==> src/rtl/capture_pkg.sv <==
// capture_pkg: types and constants shared by the capture controller and the
// post-capture dump engine.
//   Address   - sample RAM address (default 9 bits, 512 samples)
//   DumpState - dump engine FSM states
//   CH1..CH_INV - 2-bit channel-select codes
package capture_pkg;

  localparam int CAP_ADDR_W = 9;

  typedef logic [CAP_ADDR_W-1:0] Address;

  typedef enum logic [2:0] {
    IDLE,
    READ,
    LATCH,
    SEND,
    WAIT_TX,
    FIN
  } DumpState;

  localparam logic [1:0] CH1    = 2'b00;
  localparam logic [1:0] CH2    = 2'b01;
  localparam logic [1:0] CH3    = 2'b10;
  localparam logic [1:0] CH_INV = 2'b11;

endpackage

==> src/rtl/dump_addr_gen.sv <==
// dump_addr_gen: wrapping read-address register plus sample counter for the
// dump engine.
//   clk, rst_n : clock, async active-low reset
//   load       : start of dump, address <= trace_end+1, counter <= 0
//   trace_end  : last address written by capture
//   step       : advance to the next sample
//   ram_addr   : current read address
//   last       : counter is at its maximum (final sample of the dump)
module dump_addr_gen
  import capture_pkg::*;
#(
  parameter int ADDR_W = $bits(Address)
) (
  input  logic              clk,
  input  logic              rst_n,
  input  logic              load,
  input  logic [ADDR_W-1:0] trace_end,
  input  logic              step,
  output logic [ADDR_W-1:0] ram_addr,
  output logic              last
);

  logic [ADDR_W-1:0] smpl_cnt;

  // Address arithmetic truncates to ADDR_W bits, so the circular buffer
  // wraps from the top address back to zero without extra logic.
  always_ff @(posedge clk or negedge rst_n) begin
    if (!rst_n) begin
      ram_addr <= '0;
      smpl_cnt <= '0;
    end else if (load) begin
      ram_addr <= trace_end + ADDR_W'(1);
      smpl_cnt <= '0;
    end else if (step) begin
      ram_addr <= ram_addr + ADDR_W'(1);
      smpl_cnt <= smpl_cnt + ADDR_W'(1);
    end
  end

  assign last = &smpl_cnt;

endmodule

==> src/rtl/dump_ctrl.sv <==
// dump_ctrl: post-capture dump engine. Reads one channel's circular sample
// RAM oldest-first (starting one past trace_end) and hands each byte to the
// UART with a trmt/tx_done handshake.
//   start_dump, dump_channel, trace_end : dump request (sampled in IDLE only)
//   ram_en, ram_addr                    : shared RAM read port
//   rdata_ch1..3                        : RAM data, one cycle after ram_en
//   tx_data, trmt, tx_done              : UART handshake
//   send_dump                           : dump in progress
//   dump_finished                       : one-cycle end-of-dump pulse
module dump_ctrl
  import capture_pkg::*;
#(
  parameter int ADDR_W = $bits(Address),
  parameter int DATA_W = 8
) (
  input  logic              clk,
  input  logic              rst_n,
  input  logic              start_dump,
  input  logic [1:0]        dump_channel,
  input  logic [ADDR_W-1:0] trace_end,
  output logic              ram_en,
  output logic [ADDR_W-1:0] ram_addr,
  input  logic [DATA_W-1:0] rdata_ch1,
  input  logic [DATA_W-1:0] rdata_ch2,
  input  logic [DATA_W-1:0] rdata_ch3,
  output logic [DATA_W-1:0] tx_data,
  output logic              trmt,
  input  logic              tx_done,
  output logic              send_dump,
  output logic              dump_finished
);

  DumpState          state, state_nxt;
  logic [1:0]        ch_q;
  logic              load, step, last;
  logic [DATA_W-1:0] rdata_sel;

  dump_addr_gen #(.ADDR_W(ADDR_W)) u_addr (
    .clk      (clk),
    .rst_n    (rst_n),
    .load     (load),
    .trace_end(trace_end),
    .step     (step),
    .ram_addr (ram_addr),
    .last     (last)
  );

  always_ff @(posedge clk or negedge rst_n) begin
    if (!rst_n) state <= IDLE;
    else        state <= state_nxt;
  end

  // tx_done is only honoured in WAIT_TX, so a pulse coinciding with trmt
  // cannot skip a byte.
  always_comb begin
    state_nxt = state;
    load      = 1'b0;
    step      = 1'b0;
    case (state)
      IDLE:
        if (start_dump) begin
          if (dump_channel == CH_INV) begin
            state_nxt = FIN;
          end else begin
            state_nxt = READ;
            load      = 1'b1;
          end
        end
      READ:  state_nxt = LATCH;
      LATCH: state_nxt = SEND;
      SEND:  state_nxt = WAIT_TX;
      WAIT_TX:
        if (tx_done) begin
          if (last) begin
            state_nxt = FIN;
          end else begin
            state_nxt = READ;
            step      = 1'b1;
          end
        end
      FIN:     state_nxt = IDLE;
      default: state_nxt = IDLE;
    endcase
  end

  always_comb begin
    case (ch_q)
      CH1:     rdata_sel = rdata_ch1;
      CH2:     rdata_sel = rdata_ch2;
      CH3:     rdata_sel = rdata_ch3;
      default: rdata_sel = '0;
    endcase
  end

  // Channel is captured with the request so mid-dump changes are ignored;
  // tx_data only moves in LATCH, which keeps it stable through WAIT_TX.
  always_ff @(posedge clk or negedge rst_n) begin
    if (!rst_n) begin
      ch_q    <= CH1;
      tx_data <= '0;
    end else begin
      if (state == IDLE && start_dump) ch_q <= dump_channel;
      if (state == LATCH)              tx_data <= rdata_sel;
    end
  end

  assign ram_en        = (state == READ);
  assign trmt          = (state == SEND);
  assign send_dump     = (state != IDLE);
  assign dump_finished = (state == FIN);

endmodule
==> config.mk <==
export PLATFORM = sky130hd
export DESIGN_NAME = dump_ctrl
export DESIGN_NICKNAME = d
export VERILOG_FILES = /design/src/rtl/capture_pkg.sv /design/src/rtl/dump_addr_gen.sv /design/src/rtl/dump_ctrl.sv
export SDC_FILE = /design/constraint.sdc
export NUM_CORES = 1
export LEC_CHECK = 0
export CORE_ASPECT_RATIO = 1.2
export CORE_MARGIN = 2
export CORE_UTILIZATION = 31
export DETAILED_ROUTE_END_ITERATION = 16
export GPL_ROUTABILITY_DRIVEN = 0
export SLEW_MARGIN = 0
export SYNTH_ARGS = -nofsm -noshare
export SYNTH_HDL_FRONTEND = slang
export SYNTH_SLANG_ARGS = --single-unit
==> constraint.sdc <==
create_clock -name clk -period 2.64 [get_ports clk]
set_clock_uncertainty 0.05 [all_clocks]
set_input_delay 0.528 -clock clk [delete_from_list [all_inputs] [get_ports clk]]
set_output_delay 0.528 -clock clk [all_outputs]
set_load 0.05 [all_outputs]
== After elaboration in Yosys (flattened, before gate mapping) ==
Index checks and enable logic that the tools add are counted.

* Flip-flop bits (word level): 31
* Input bits: 39
* Output and inout bits: 21
* Logic and storage cells: 41

* $add $sub $neg: 3
* Equal/unequal tests: 10
* Muxes and demuxes: 16
* Reductions and logical operators: 7

{| class="wikitable"
|+ Operators by type and width
! cell !! count
|-
| 9-bit two-way mux || 4
|-
| 9-bit by 1-bit adder with 9-bit output, second input constant || 3
|-
| 8-bit one-hot mux with 3 select lines || 1
|-
| 3-bit one-hot mux with 5 select lines || 1
|-
| 3-bit two-way mux || 4
|-
| 9-bit AND reduction || 1
|-
| 3-bit by 2-bit == test with 1-bit output, second input constant || 2
|-
| 3-bit == test, second input constant || 2
|-
| 1-bit two-way mux || 6
|-
| 2-bit == test, second input constant || 2
|-
| 2-bit inequality test, second input constant || 2
|-
| 3-bit by 1-bit == test with 1-bit output, second input constant || 1
|-
| 3-bit zero test || 1
|-
| 3-bit nonzero test || 1
|-
| 2-bit by 1-bit == test with 1-bit output, second input constant || 1
|-
| 2-bit zero test || 1
|-
| 2-bit AND reduction || 1
|-
| 2-bit nonzero test || 1
|-
| 1-bit logical AND || 1
|}

== Depth between registers and ports, before layout ==
Gate-level depths: netlist of the first run.

* Word-level depth: 6
* Depth in mapped cells: 10
* Gate-level depth less buffers: 9

== Modules after synthesis ==
Synthesis of the first run repeated with hierarchy kept, for this count alone.

* Cell total of the unflattened synthesis: 187
* Area, all modules: 1,888.1 um^2

{| class="wikitable"
|+ Modules (own cells, without submodules)
! module !! instances !! cells an instance !! area an instance (um^2) !! seq. area each (um^2)
|-
| dump_addr_gen || 1 || 110 || 1,109.8 || 450.4
|-
| dump_ctrl || 1 || 77 || 778.2 || 325.3
|}

== Worst setup path before layout of the first run ==
OpenSTA, ideal clock, no wires.

* Path type: input -> register
* Start point: input start_dump
* End point: register u_addr.ram_addr[4]
* Setup time: 0.077 ns
* Arrival time: 2.543 ns
* Data required time: 2.513 ns
* Setup slack: -0.030 ns
* Stages: 10
* Path buffers: 1
* Cell sequence: nor4b_1 -> and2_1 -> buf_2 -> nand2_1 -> nand2_1 -> ha_1 -> nand2_1 -> or4_4 -> xor2_1 -> a21oi_1

* Longest elaborated chain between the ends: 3
* Elaborated cells on any way between the ends: 4
* Those cells by class: mux (3); reduce/logical (1)

{| class="wikitable"
|+ RTL lines
! element !! RTL line !! source
|-
| from (decl) || dump_ctrl.sv:18 || <nowiki>input logic start_dump,</nowiki>
|-
| 1-bit two-way mux * || dump_ctrl.sv:61 || <nowiki>if (start_dump) begin</nowiki>
|-
| 1-bit two-way mux * || dump_ctrl.sv:59 || <nowiki>case (state)</nowiki>
|-
| 9-bit two-way mux / 2-bit nonzero test (equally long branches) || -- ||
|-
| to (signal assigned) || dump_addr_gen.sv:32 || <nowiki>ram_addr <= trace_end + ADDR_W'(1);</nowiki>
|-
| to (signal assigned) || dump_addr_gen.sv:35 || <nowiki>ram_addr <= ram_addr + ADDR_W'(1);</nowiki>
|-
| to (decl) || dump_addr_gen.sv:19 || <nowiki>output logic [ADDR_W-1:0] ram_addr,</nowiki>
|}

Every way passes the cells marked *; elsewhere a longest branch is shown, timed or not.
A chain may end at the register's enable or synchronous reset.

== Final worst setup path of the first run ==
* Start point: register state[0]
* End point: output dump_finished

* Longest elaborated chain between the ends: 1

{| class="wikitable"
|+ RTL lines
! element !! RTL line !! source
|-
| from (decl) || dump_ctrl.sv:33 || <nowiki>DumpState state, state_nxt;</nowiki>
|-
| from (signal assigned) || dump_ctrl.sv:50 || <nowiki>else state <= state_nxt;</nowiki>
|-
| 3-bit == test || dump_ctrl.sv:110 || <nowiki>assign dump_finished = (state == FIN);</nowiki>
|-
| to (decl) || dump_ctrl.sv:30 || <nowiki>output logic dump_finished</nowiki>
|}

No other way between the ends.

==> results.json, run 1 <==
{
  "outcome": "finished, final reports clean",
  "min_period_ps": 2500,
  "power_leakage_nw": 1.10,
  "finalWorstSetupSlack_ps": 142,
  "crit_path_start_kind": "register",
  "yosysMostFrequentCell": "dfrtp_1",
  "ctsLongestPathBuffers": 2,
  "ant_nets": 0,
  "synth_top_area_cell": "dfrtp_1",
  "grt_pass1_vias": 1662,
  "switching_power_mw": 1.43,
  "async_flop_share": 1.00,
  "drt_iter0_drc": 92,
  "busiest_layer": "met2",
  "clock-sinks": 31,
  "synthToLayoutAreaGrowth_pct": 46.3,
  "crit_type": "reg -> out",
  "setup_viol": 0,
  "grt_max_degree": 32,
  "seqPwrFrac": 0.291,
  "cp.required_ps": 2060,
  "synth_fp_nets": 241,
  "final_nets": 308,
  "combPwrFrac": 0.551,
  "syn_inst": 199,
  "tightest_slew_ps": 519,
  "setup_tns_ps": 0,
  "timing.rr.end": "u_addr.ram_addr[4]$_DFFE_PN0P_",
  "synthTopCellsByCount": "31 x dfrtp_1, 24 x nor2_1, 22 x nand2_1, 20 x a21oi_1",
  "use_met3": 0.0633,
  "worstSkewPairLatency_ps": 280,
  "rr_worst_depth": 9,
  "drt-total-wl_mm": 4.26,
  "wire_per_inst_um": 12.3,
  "yosysUniqueCellTypes": 39,
  "synth_ff_type": "dfrtp_1",
  "critPathCapture": "dump_finished",
  "coreArea_um2": 5670,
  "drive_above_1_share": 0.112,
  "pre_cts_ws_ps": -35.9,
  "gr-usage-met1": 0.181,
  "synth.area.top_cells": "dfrtp_1 42%, mux2i_1 6.0%, a21oi_1 5.5%",
  "postCtsSetupBuffers": 0,
  "fin_crit_sh": 0.946,
  "drc": 0,
  "vias": 1634,
  "ys_seq_area_frac": 0.424,
  "syn_area_per_cell_um2": 9.20,
  "cts_tree": "yes",
  "max_cap_viol_count": 0,
  "synth_seq_cells": 31,
  "ir_worst_vdd_mv": 0.659,
  "initial_core_util": 0.323,
  "cts_buffers": 5,
  "maxSlewHeadroom": 0.653,
  "grt_pass1_wl_mm": 7.66,
  "dp_hpwl_mm": 3.33,
  "io_pins": 60,
  "power_frac_clock": 0.159,
  "yosys_warnings": 0,
  "antenna_cells": 0,
  "synth_edf_count": 0,
  "internal_power_mw": 1.66,
  "clockRootBuffer": "clkbuf_8",
  "die_h_um": 88.2,
  "hold_path_class": "reg -> reg",
  "h-tree-depth": 2,
  "clk_pin_slew_ps": 70,
  "hold_buffers": 0,
  "drtPass1Iterations": 4,
  "regArea_um2": 776,
  "met2_usage": 0.254,
  "fill_cells": 546,
  "pwr_density_cell_nw_per_um2": 1150,
  "fmax_ghz": 0.400,
  "antenna_found_initial": 0,
  "switching_share": 0.462,
  "num_rows": 30,
  "cp_max_fo": 12,
  "critPathLaunch": "state[0]$_DFFE_PN0P_",
  "rsz0062_at_grt": "no",
  "yosysTopAreaCellShare": 0.424,
  "drv_slew": 0,
  "endpoint_kind": "primary output",
  "die_width_um": 74.1,
  "fp.dieArea_um2": 6540,
  "drt-vias-per-instance": 4.71,
  "synth_area_um2": 1830,
  "grt_usage": 0.153,
  "r2r_start": "state[0]$_DFFE_PN0P_",
  "multi_input_area_um2": 1010,
  "arrival_ps": 1920,
  "hold_violations": 0,
  "overflow": 0,
  "reg2reg_slack_ps": 380,
  "portBuffers": 59,
  "postCtsResizedCells": 0
}
==> worst min-delay path by stage <==
stage | start | endpoint | slack (ps) | depth (start not counted)
after floorplan | rst_n | ch_q[0]$_DFFE_PN0P_ | 180 | 0
after global placement | u_addr.smpl_cnt[7]$_DFFE_PN0P_ | u_addr.smpl_cnt[7]$_DFFE_PN0P_ | 430 | 1
after detailed placement | u_addr.smpl_cnt[5]$_DFFE_PN0P_ | u_addr.smpl_cnt[5]$_DFFE_PN0P_ | 430 | 1
after CTS | u_addr.smpl_cnt[5]$_DFFE_PN0P_ | u_addr.smpl_cnt[5]$_DFFE_PN0P_ | 440 | 1
after global routing | u_addr.smpl_cnt[5]$_DFFE_PN0P_ | u_addr.smpl_cnt[5]$_DFFE_PN0P_ | 480 | 1
final | u_addr.smpl_cnt[5]$_DFFE_PN0P_ | u_addr.smpl_cnt[5]$_DFFE_PN0P_ | 440 | 1
==> power by group through the flow <==
| stage | logic (mW) | clock network [mW] | registers [mW] |
|---|---|---|---|
| after floorplan | 0.785 | 0 | 1.25 |
| after global placement | 1.70 | 0 | 0.905 |
| after detailed placement | 1.72 | 0 | 0.905 |
| after CTS | 1.72 | 0.506 | 0.901 |
| after global routing | 1.84 | 0.531 | 0.928 |
| final | 1.70 | 0.490 | 0.896 |
==> layer usage <==
layer  vias up  routed length [µm]
met5         -                   0
met4         0                  56
met1       732                1810
met3         7                 345
met2        50                2050
li1        845                   -
==> worst max-delay path, stage by stage, from the launching register on <==
cell and delay [ps]:
dfrtp_1 600, and3b_1 230, clkdlybuf4s50_1 810
==> through the flow <==
| step | instance area (µm²) | utilization | hold slack [ps] | instances | power [mW] |
|---|---|---|---|---|---|
| after floorplan | 1840 | - | 182 | 199 | 2.04 |
| after global placement | 2560 | 0.452 | 428 | 339 | 2.61 |
| after detailed placement | 2560 | 0.452 | 429 | 339 | 2.62 |
| after CTS | 2680 | 0.473 | 438 | 347 | 3.13 |
| after global routing | 2680 | 0.473 | 478 | 347 | 3.30 |
| final | 2680 | 0.473 | 435 | 347 | 3.08 |
==> cell families (layout without fill, tap and decap cells) <==
family	count (synthesis)	count (layout)	synth area share
buffers and inverters	11	79	0.0273
muxes	14	14	0.0786
and+or+nand+nor	91	91	0.267
xor gates and xnor gates	17	17	0.0813
DFF	31	31	0.424
adders and majority gates	3	3	0.0205
AOI/OAI and AO/OA	32	32	0.102
==> sequential cells by signal, indices dropped and copies added, names as in the netlist <==
name and cells:
ch_q 2, state 3, tx_data 8, u_addr.ram_addr 9, u_addr.smpl_cnt 9
==> layout make-up <==
| cell class | instances | share of cell area |
|---|---|---|
| Multi-Input combinational cell | 157 | 0.377 |
| Sequential cell | 31 | 0.290 |
| Clock inverter | 2 | 0.0131 |
| Inverter | 1 | 0.00140 |
| Tap cell | 80 | 0.0374 |
| Clock buffer | 6 | 0.0308 |
| Timing Repair Buffer | 70 | 0.250 |
==> cell usage in the layout, fill, tap and decap left out, types with 2 or more instances in the layout <==
| cell | n |
|---|---|
| a21oi_1 | 20 |
| and3b_1 | 2 |
| and4_1 | 2 |
| buf_4 | 12 |
| clkbuf_8 | 6 |
| clkdlybuf4s50_1 | 58 |
| dfrtp_1 | 31 |
| ha_1 | 3 |
| mux2_2 | 3 |
| mux2i_1 | 11 |
| nand2_1 | 22 |
| nand2b_1 | 2 |
| nand3_1 | 11 |
| nand4_1 | 4 |
| nor2_1 | 24 |
| nor2b_1 | 2 |
| nor3_1 | 6 |
| o211ai_1 | 7 |
| o31ai_1 | 2 |
| or2_2 | 2 |
| or4_1 | 2 |
| xnor2_1 | 9 |
| xor2_1 | 8 |
Note: power is estimated with default switching activity, not from simulation.
==> run 2: changes to the inputs <==
Settings changed: ABC_AREA set to 0, SLEW_MARGIN 0 to 10.
==> results of run 2 <==
Same layout as run 1: the final DEF is identical, and so are final timing and power.
==> patch: new RTL, config.mk and constraints of run 1 <==
Register the outputs `ram_en`, `trmt`, `send_dump` and `dump_finished`; this adds one clock of latency there. The other outputs are not delayed to match. Comments in the files are not updated.
--- a/src/rtl/dump_ctrl.sv
+++ b/src/rtl/dump_ctrl.sv
@@ -105,8 +105,10 @@
   end
 
-  assign ram_en        = (state == READ);
-  assign trmt          = (state == SEND);
-  assign send_dump     = (state != IDLE);
-  assign dump_finished = (state == FIN);
+  always_ff @(posedge clk) begin
+    ram_en        <= (state == READ);
+    trmt          <= (state == SEND);
+    send_dump     <= (state != IDLE);
+    dump_finished <= (state == FIN);
+  end
 
 endmodule
Check against the original RTL: not equivalent (a bounded check fails within 4 cycles, from zero or initial values and one cycle with rst_n low).
==> patch against run 1 <==
- hold slack improved by 21 ps
- cell area rose by 4.3%
- largest power group unchanged
- wire length rose by 3.7%
- sequential cell count rose by 4
- total power rose by 3.1%
- synthesized area rose by 4.4%
- highest routed layer unchanged
- setup slack improved by 61 ps
- critical path type is now primary input to flop
==> patch: results (changes against run 1) <==
<table>
<tr><th>Metric</th><th>Value</th></tr>
<tr><th colspan="2">Status</th></tr>
<tr><td>Outcome</td><td>completed (unchanged)</td></tr>
<tr><th colspan="2">Logic synthesis</th></tr>
<tr><td>Mapped Nets</td><td>245 (was 241)</td></tr>
<tr><td>Number of distinct library cells after synthesis</td><td>40 (was 39)</td></tr>
<tr><td>Most area-consuming cells after synthesis</td><td>dfrtp_1, mux2i_1, a21oi_1, nor2_1, nand2_1 (unchanged)</td></tr>
<tr><td>Post-synth ARST share</td><td>0.886 (was 1.00)</td></tr>
<tr><td>Cell count after synthesis</td><td>203 (was 199)</td></tr>
<tr><th colspan="2">Route</th></tr>
<tr><td>Met3 Wirelength</td><td>332 um (was 345 um)</td></tr>
<tr><td>Metal2 WL</td><td>2070 um (was 2050 um)</td></tr>
<tr><td>Met1 routed wirelength after detailed routing</td><td>1940 um (was 1810 um)</td></tr>
<tr><td>WL per Instance</td><td>12.4 um (was 12.3 um)</td></tr>
<tr><th colspan="2">Place</th></tr>
<tr><td>Worst slack after detailed placement</td><td>-115 ps (was -35.9 ps)</td></tr>
<tr><td>Placed cells</td><td>349 (was 339)</td></tr>
<tr><td>Post-DP Area</td><td>0.00268 mm2 (was 0.00256 mm2)</td></tr>
<tr><th colspan="2">STA</th></tr>
<tr><td>Transition at the pin with the smallest max-transition slack</td><td>518 ps (was 519 ps)</td></tr>
<tr><th colspan="2">Setup path</th></tr>
<tr><td>Critical path origin</td><td>start_dump (was state[0])</td></tr>
<tr><td>Maximum fanout along the worst path</td><td>4 (was 12)</td></tr>
<tr><td>Worst setup path end</td><td>u_addr.ram_addr[4] (was dump_finished)</td></tr>
<tr><td>Endpoint required time on the critical path</td><td>2800 ps (was 2060 ps)</td></tr>
<tr><td>Worst R2R Start</td><td>state[2] (was state[0])</td></tr>
<tr><th colspan="2">Worst hold path</th></tr>
<tr><td>Critical hold path startpoint</td><td>u_addr.smpl_cnt[7] (was u_addr.smpl_cnt[5])</td></tr>
<tr><td>Capture endpoint of the worst hold path</td><td>u_addr.smpl_cnt[7] (was u_addr.smpl_cnt[5])</td></tr>
<tr><th colspan="2">Global route</th></tr>
<tr><td>Vias in the first global route</td><td>1640 (was 1662)</td></tr>
<tr><td>First-pass GRT wire length</td><td>7200 um (was 7660 um)</td></tr>
<tr><td>Total routing resource utilization after global routing</td><td>0.136 (was 0.153)</td></tr>
<tr><th colspan="2">Pwr</th></tr>
<tr><td>Fraction of power consumed by combinational cells</td><td>0.547 (was 0.551)</td></tr>
<tr><td>Power attributed to sequential cells</td><td>948 uW (was 896 uW)</td></tr>
<tr><td>LEAKAGE</td><td>1.15 nW (was 1.10 nW)</td></tr>
<tr><td>Peak ir drop on the vdd network</td><td>592 uV (was 659 uV)</td></tr>
<tr><th colspan="2">Cells and area</th></tr>
<tr><td>Post-route insts no fill</td><td>357 (was 347)</td></tr>
</table>
## patch: critical path, stage by stage
cell             delay, ps
clkdlybuf4s50_1        480
nor4b_2                220
and2_1                 250
nand2_1                 70
nand2_1                 60
ha_1                   190
nand2_1                 90
or4_4                  420
xor2_1                 150
a21oi_1                140
## patch: area by class of cell
type,count,area (um2),share of cell area
clock buffer,6,82.6,0.0296
clock inverter,2,35.0,0.0125
inverter,1,3.75,0.00134
multi-input combinational,157,1010,0.362
sequential,35,856,0.306
tap,82,103,0.0367
timing repair buffer,74,703,0.252
## patch: cells by family after synthesis
group	share of synthesized area
AO/OA/AOI/OAI	0.0976
multiplexers	0.0753
AND/OR/NAND/NOR	0.255
flip-flops	0.448
adder cells (fa/ha/maj)	0.0196
XOR/XNOR	0.0779
buffers and inverters	0.0262
## patch: metal layers
layer | track usage | vias to the layer above
li1 | - | 859
met1 | 0.167 | 790
met2 | 0.225 | 56
met3 | 0.0314 | 7
met4 | 0.0526 | 0
met5 | 0 | -
